## config.mk

```make
export PLATFORM = sky130hd
export DESIGN_NAME = mem_ctrl
export DESIGN_NICKNAME = d
export VERILOG_FILES = /design/src/rtl/mem_ctrl.sv
export SDC_FILE = /design/constraint.sdc
export NUM_CORES = 2
export LEC_CHECK = 0
export BUFFER_PORTS_ARGS = -buffer_cell sky130_fd_sc_hd__buf_4
export CORE_MARGIN = 8
export CORE_UTILIZATION = 26
export DETAILED_ROUTE_END_ITERATION = 8
export PLACE_DENSITY = 0.49
export RECOVER_POWER = 25
export SLEW_MARGIN = 20
export SYNTH_ARGS = -nofsm -noshare
export SYNTH_HDL_FRONTEND = slang
export SYNTH_SLANG_ARGS = --single-unit
export TNS_END_PERCENT = 30
```

## constraint.sdc

```tcl
create_clock -name clk -period 11.15 [get_ports clk]
set_clock_uncertainty 0.2 [all_clocks]
set_input_delay 1.115 -clock clk [delete_from_list [all_inputs] [get_ports clk]]
set_output_delay 1.115 -clock clk [all_outputs]
set_load 0.02 [all_outputs]
```

## src/rtl/mem_ctrl.sv

```systemverilog
// mem_ctrl: byte-serial RAM controller arbitrating an instruction-block fill channel and a load/store channel; MEMC_IO_STALL_EN adds an io_buffer_full stall for stores into the I/O window (addr[17:16]==2'b11)
module mem_ctrl #(
  parameter int ADDR_WID     = 32,
  parameter int IF_BLK_BYTES = 64
) (
  input  logic                      clk,
  input  logic                      rst,
  input  logic                      rdy,
  input  logic [7:0]                mem_din,
  output logic [7:0]                mem_dout,
  output logic [ADDR_WID-1:0]       mem_a,
  output logic                      mem_wr,
  input  logic                      if_en,
  input  logic [ADDR_WID-1:0]       if_pc,
  output logic                      if_done,
  output logic [IF_BLK_BYTES*8-1:0] if_data,
  input  logic                      lsb_en,
  input  logic                      lsb_wr,
  input  logic [1:0]                lsb_len,
  input  logic [ADDR_WID-1:0]       lsb_addr,
  input  logic [31:0]               lsb_wdata,
  output logic                      lsb_done,
  output logic [31:0]               lsb_rdata,
  input  logic                      rob_clear
`ifdef MEMC_IO_STALL_EN
  ,
  input  logic                      io_buffer_full
`endif
);
  localparam int BW = IF_BLK_BYTES * 8;
  localparam int IW = $clog2(IF_BLK_BYTES);
  localparam int CW = IW + 1;
  typedef enum logic [1:0] {IDLE, IFETCH, LOAD, STORE} state_t;
  state_t state, state_n;
  logic [CW-1:0] cnt, len;
  logic [IW-1:0] idx;
  logic [ADDR_WID-1:0] base, nxt_a;
  logic [31:0] wdata;
  logic [BW-1:0] fill, fill_n;
  logic wr_q, stall, take_lsb, take_if, fin_rd, last_issue, more;
  // cnt counts enabled edges since acceptance; byte cnt+1 is issued next, byte cnt-1 arrives now
  assign nxt_a = base + ADDR_WID'(cnt) + 1'b1;
  assign more = cnt + 1'b1 < len;
  assign fin_rd = cnt == len;
  assign last_issue = cnt + 1'b1 == len;
  assign idx = IW'(cnt - 1'b1);
`ifdef MEMC_IO_STALL_EN
  assign stall = io_buffer_full && (state == IDLE ? lsb_en && lsb_wr && lsb_addr[17:16] == 2'b11
                                                  : state == STORE && more && nxt_a[17:16] == 2'b11);
`else
  assign stall = 1'b0;
`endif
  // a load presented with a flush is dropped; a blocked I/O store holds off the fill channel too
  assign take_lsb = state == IDLE && lsb_en && (lsb_wr || !rob_clear) && !stall;
  assign take_if = state == IDLE && if_en && !take_lsb && !stall;
  // merge the byte returned by RAM into the fill buffer at its little-endian slot
  always_comb begin
    fill_n = fill;
    if (cnt != '0) fill_n[{idx, 3'b000} +: 8] = mem_din;
  end
  // state register
  always_ff @(posedge clk) begin
    if (rst) state <= IDLE;
    else if (rdy) state <= state_n;
  end
  // next-state logic
  always_comb begin
    state_n = state;
    case (state)
      IDLE:    state_n = take_lsb ? (lsb_wr ? STORE : LOAD) : take_if ? IFETCH : IDLE;
      IFETCH:  state_n = fin_rd ? IDLE : IFETCH;
      LOAD:    state_n = fin_rd || rob_clear ? IDLE : LOAD;
      STORE:   state_n = last_issue ? IDLE : STORE;
      default: state_n = IDLE;
    endcase
  end
  // write strobe is gated by rdy so a frozen store never repeats a write
  always_comb mem_wr = wr_q && rdy;
  // datapath: request latch, byte issue, read capture and done pulses
  always_ff @(posedge clk) begin
    if (rst) begin
      cnt <= '0;
      len <= '0;
      base <= '0;
      wdata <= '0;
      fill <= '0;
      mem_a <= '0;
      mem_dout <= '0;
      wr_q <= 1'b0;
      if_done <= 1'b0;
      lsb_done <= 1'b0;
      if_data <= '0;
      lsb_rdata <= '0;
    end else if (rdy) begin
      if_done <= 1'b0;
      lsb_done <= 1'b0;
      if (state == IDLE) begin
        cnt <= '0;
        fill <= '0;
        wr_q <= take_lsb && lsb_wr;
        if (take_lsb || take_if) begin
          base <= take_lsb ? lsb_addr : if_pc;
          mem_a <= take_lsb ? lsb_addr : if_pc;
          len <= take_lsb ? CW'(lsb_len) + 1'b1 : CW'(IF_BLK_BYTES);
          mem_dout <= lsb_wdata[7:0];
          wdata <= {8'h00, lsb_wdata[31:8]};
        end
      end else begin
        if (!stall) cnt <= cnt + 1'b1;
        wr_q <= state == STORE && more && !stall;
        if (more && !stall) begin
          mem_a <= nxt_a;
          mem_dout <= wdata[7:0];
          wdata <= {8'h00, wdata[31:8]};
        end
        if (state != STORE) fill <= fill_n;
        if (state == IFETCH && fin_rd) begin
          if_data <= fill_n;
          if_done <= 1'b1;
        end
        if (state == LOAD && fin_rd && !rob_clear) begin
          lsb_rdata <= fill_n[31:0];
          lsb_done <= 1'b1;
        end
        if (state == STORE && last_issue) lsb_done <= 1'b1;
      end
    end
  end
endmodule
```

==> impl_metrics.py <==
metrics = {
    "outcome": {
        "status": "finished, violations left",
        "violations": "capacitance limit, slew limit",
    },
    "timing": {
        "slew_violations": 196,
        "rsz0062_at_grt": "false",
        "layout_worst_path_cycle_share": 0.535,
        "relSlewSlack": -1.45,
        "min_period_ns": 5.96,
        "tightest_slew_ns": 3.68,
        "hold_viol": 0,
        "max_freq_mhz": 168,
        "fin_setup_tns_ns": 0,
        "timing.final.ws_setup_ns": 5.19,
        "setup_viol": 0,
        "whs_ns": 0.225,
    },
    "worst_hold_path": {
        "hold_depth": 2,
        "min-delay-start": "fill[81]",
        "hp-class": "flip-flop to flip-flop",
    },
    "critical_path": {
        "start_kind": "flip-flop",
        "reg2reg_depth": 7,
        "critPathKind": "flip-flop to flip-flop",
        "worstPathRequired_ns": 11.66,
        "r2r_start": "state[0]",
        "cp_max_fo": 81,
        "crit_arrival_ns": 6.48,
        "crit_path_start": "state[0]",
        "end_kind": "flip-flop",
    },
    "synth": {
        "synth_compound_area_frac": 0.233,
        "async_reset_ff_frac": 0,
        "syn_avg_cell_area_sq_um": 9.16,
        "syn-instance-count": 4804,
        "ys_ff_latch": 1168,
        "seq_area_frac_synth": 0.531,
        "ys_warn_count": 0,
        "synth_xor_area_frac": 0.00696,
        "synth_fp_nets": 4936,
        "synth_fa_ha_area_frac": 0.00557,
        "syn-cell-area_sq_um": 44000,
        "synth_top_family_by_area": "compound AO/OA/AOI/OAI gates",
        "ys_types": 71,
        "synth-simple-area-share": 0.147,
        "synth_flop_cell": "dfxtp_1",
        "muxShareOfSynthArea": 0.0387,
        "synth_edf_count": 0,
    },
    "floorplan": {
        "row_count": 151,
        "core_region_area_sq_um": 169000,
        "ios": 700,
        "initial_core_util": 0.261,
        "die_w_um": 427,
        "fp.dieH_um": 427,
        "die-area_sq_um": 183000,
    },
    "final_layout": {
        "multiInputGateArea_sq_um": 19200,
        "layout_commonest_cell": "dfxtp_1",
        "utilization": 0.323,
        "areaGrowthSynthToFinish_pct": 23.9,
        "fin_nets": 5467,
        "layout-drive-gt1-share": 0.121,
        "nFillCells": 17900,
        "final_cell_mix": "dfxtp_1 (1168), nand2_1 (807), clkbuf_1 (436), a21oi_1 (435), nor2_1 (368)",
        "ff_latch_area_sq_um": 23400,
    },
    "global_routing": {
        "grt_max_degree": 188,
        "grt_pass1_wl_um": 280000,
        "gr-total-overflow": 0,
        "antenna_found_initial": 8,
        "grt_pass1_vias": 37400,
        "grt_usage": 0.210,
    },
    "clocking": {
        "cts_made_buffers": 137,
        "cts_max_level": 4,
        "clock_path_buffers": 3,
        "clock-root-buffer": "clkbuf_16",
        "clkSinkCount": 1168,
        "post-cts-setup-buffer-count": 0,
        "clkLatencyLatePin_ns": 0.79,
        "ctsHoldBuffers": 0,
        "post_cts_resized": 0,
        "cts_tree": "yes",
        "clk_pin_slew_ns": 0.06,
    },
    "job": {
        "maxCapViolCount": 3,
    },
    "place": {
        "place_ws_ns": 5.85,
        "gp_congestion": 0.871,
        "port_buffers": 699,
        "hpwl_um": 144000,
    },
    "power": {
        "power_density_nw_per_um2": 181,
        "vdd_drop_max_mv": 0.152,
        "p_total_w": 0.00986,
        "p_leak_nw": 19.1,
    },
    "detailed_routing": {
        "ant_nets": 0,
        "viasPerCell": 5.10,
        "first_iter_violations": 3433,
        "routed_wl_um": 202000,
        "wl_per_cell_um": 26.4,
        "drt_pass1_iterations": 6,
        "vias": 39000,
        "drc": 0,
    },
}
## logic make-up (layout without fill, tap and decap cells)
group	after synthesis	in the layout
and+or+nand+nor	1501	1501
DFF	1168	1168
AOI/OAI and AO/OA	1501	1501
adders and majority gates	19	19
xor gates and xnor gates	35	35
muxes	170	170
other	0	7
buffers and inverters	410	1039
## critical path: stages (launching register included)
cell and delay (ns):
dfxtp_1 0.73, or2_0 1.94, nand2_1 0.50, a211oi_2 0.98
or2_2 0.24, buf_4 0.67, o211ai_1 0.29, a21oi_1 0.28
## final cells by class
cell class / instances / area share
inverters: 24 / 0.00174
clock buffers: 194 / 0.0734
well taps: 2218 / 0.0509
flip-flops and latches: 1168 / 0.429
diodes: 7 / 0.000321
multi-input cells: 3226 / 0.353
repair buffers: 778 / 0.0795
clock inverters: 43 / 0.0130
## Yosys cell counts, drive strengths merged (3+ instances only)
cell type	number	share of area
buf	98	0.011
a211o	3	0.00060
nor3	50	0.0064
and4	5	0.00099
o2bb2ai	17	0.0034
or4	6	0.0011
o21ai	315	0.036
and3	21	0.0030
dfxtp	1168	0.53
a32o	126	0.029
o211ai	28	0.0048
nand4	9	0.0013
a22oi	4	0.00068
and2	43	0.0061
nand3b	15	0.0026
nor2b	11	0.0016
ha	18	0.0051
a21oi	436	0.050
nand2	810	0.069
xnor2	13	0.0026
a31oi	34	0.0052
or3	38	0.0055
a22o	307	0.061
a221oi	9	0.0018
a211oi	163	0.029
inv	24	0.0020
a2bb2oi	8	0.0017
a21o	3	0.00051
nor2	384	0.033
nand3	58	0.0066
a311oi	28	0.0056
nand2b	11	0.0016
o21a	6	0.0010
clkbuf	288	0.025
xor2	22	0.0044
mux2i	168	0.038
nor4	29	0.0062
nor4b	5	0.00099
## state kept, by name, indices dropped and copies added, names as in the netlist
register / flops
base: 32
cnt: 7
fill: 512
if_data: 512
if_done: 1
len: 4
lsb_done: 1
lsb_rdata: 32
mem_a: 32
mem_dout: 8
state: 2
wdata: 24
wr_q: 1
## power breakdown
part | switching [W] | internal, W | leakage (nW) | total, W
sequential | 0.0000624 | 0.00427 | 9.44 | 0.00433
combinational | 0.000663 | 0.000213 | 7.35 | 0.000876
clock | 0.00196 | 0.00270 | 2.29 | 0.00465
## final timing paths
path              slack [ns]          end
setup / recovery        5.19    mem_a[15]
hold / removal          0.23  if_data[81]
setup reg to reg        5.19    mem_a[15]
hold reg to reg         0.23  if_data[81]
## per-layer routing
layer	routed length, um	global-route usage
met2	98600	0.361
met4	11500	0.105
met1	78600	0.247
met5	0	0
met3	13400	0.0450
## metrics by stage
step	instance area, sq um	instances
global placement	51300	7413
detailed placement	51300	7413
finish	54600	7658
global route	54500	7654
CTS	56000	7650
floorplan	44000	4804
Power figures use the tool's default switching activity.
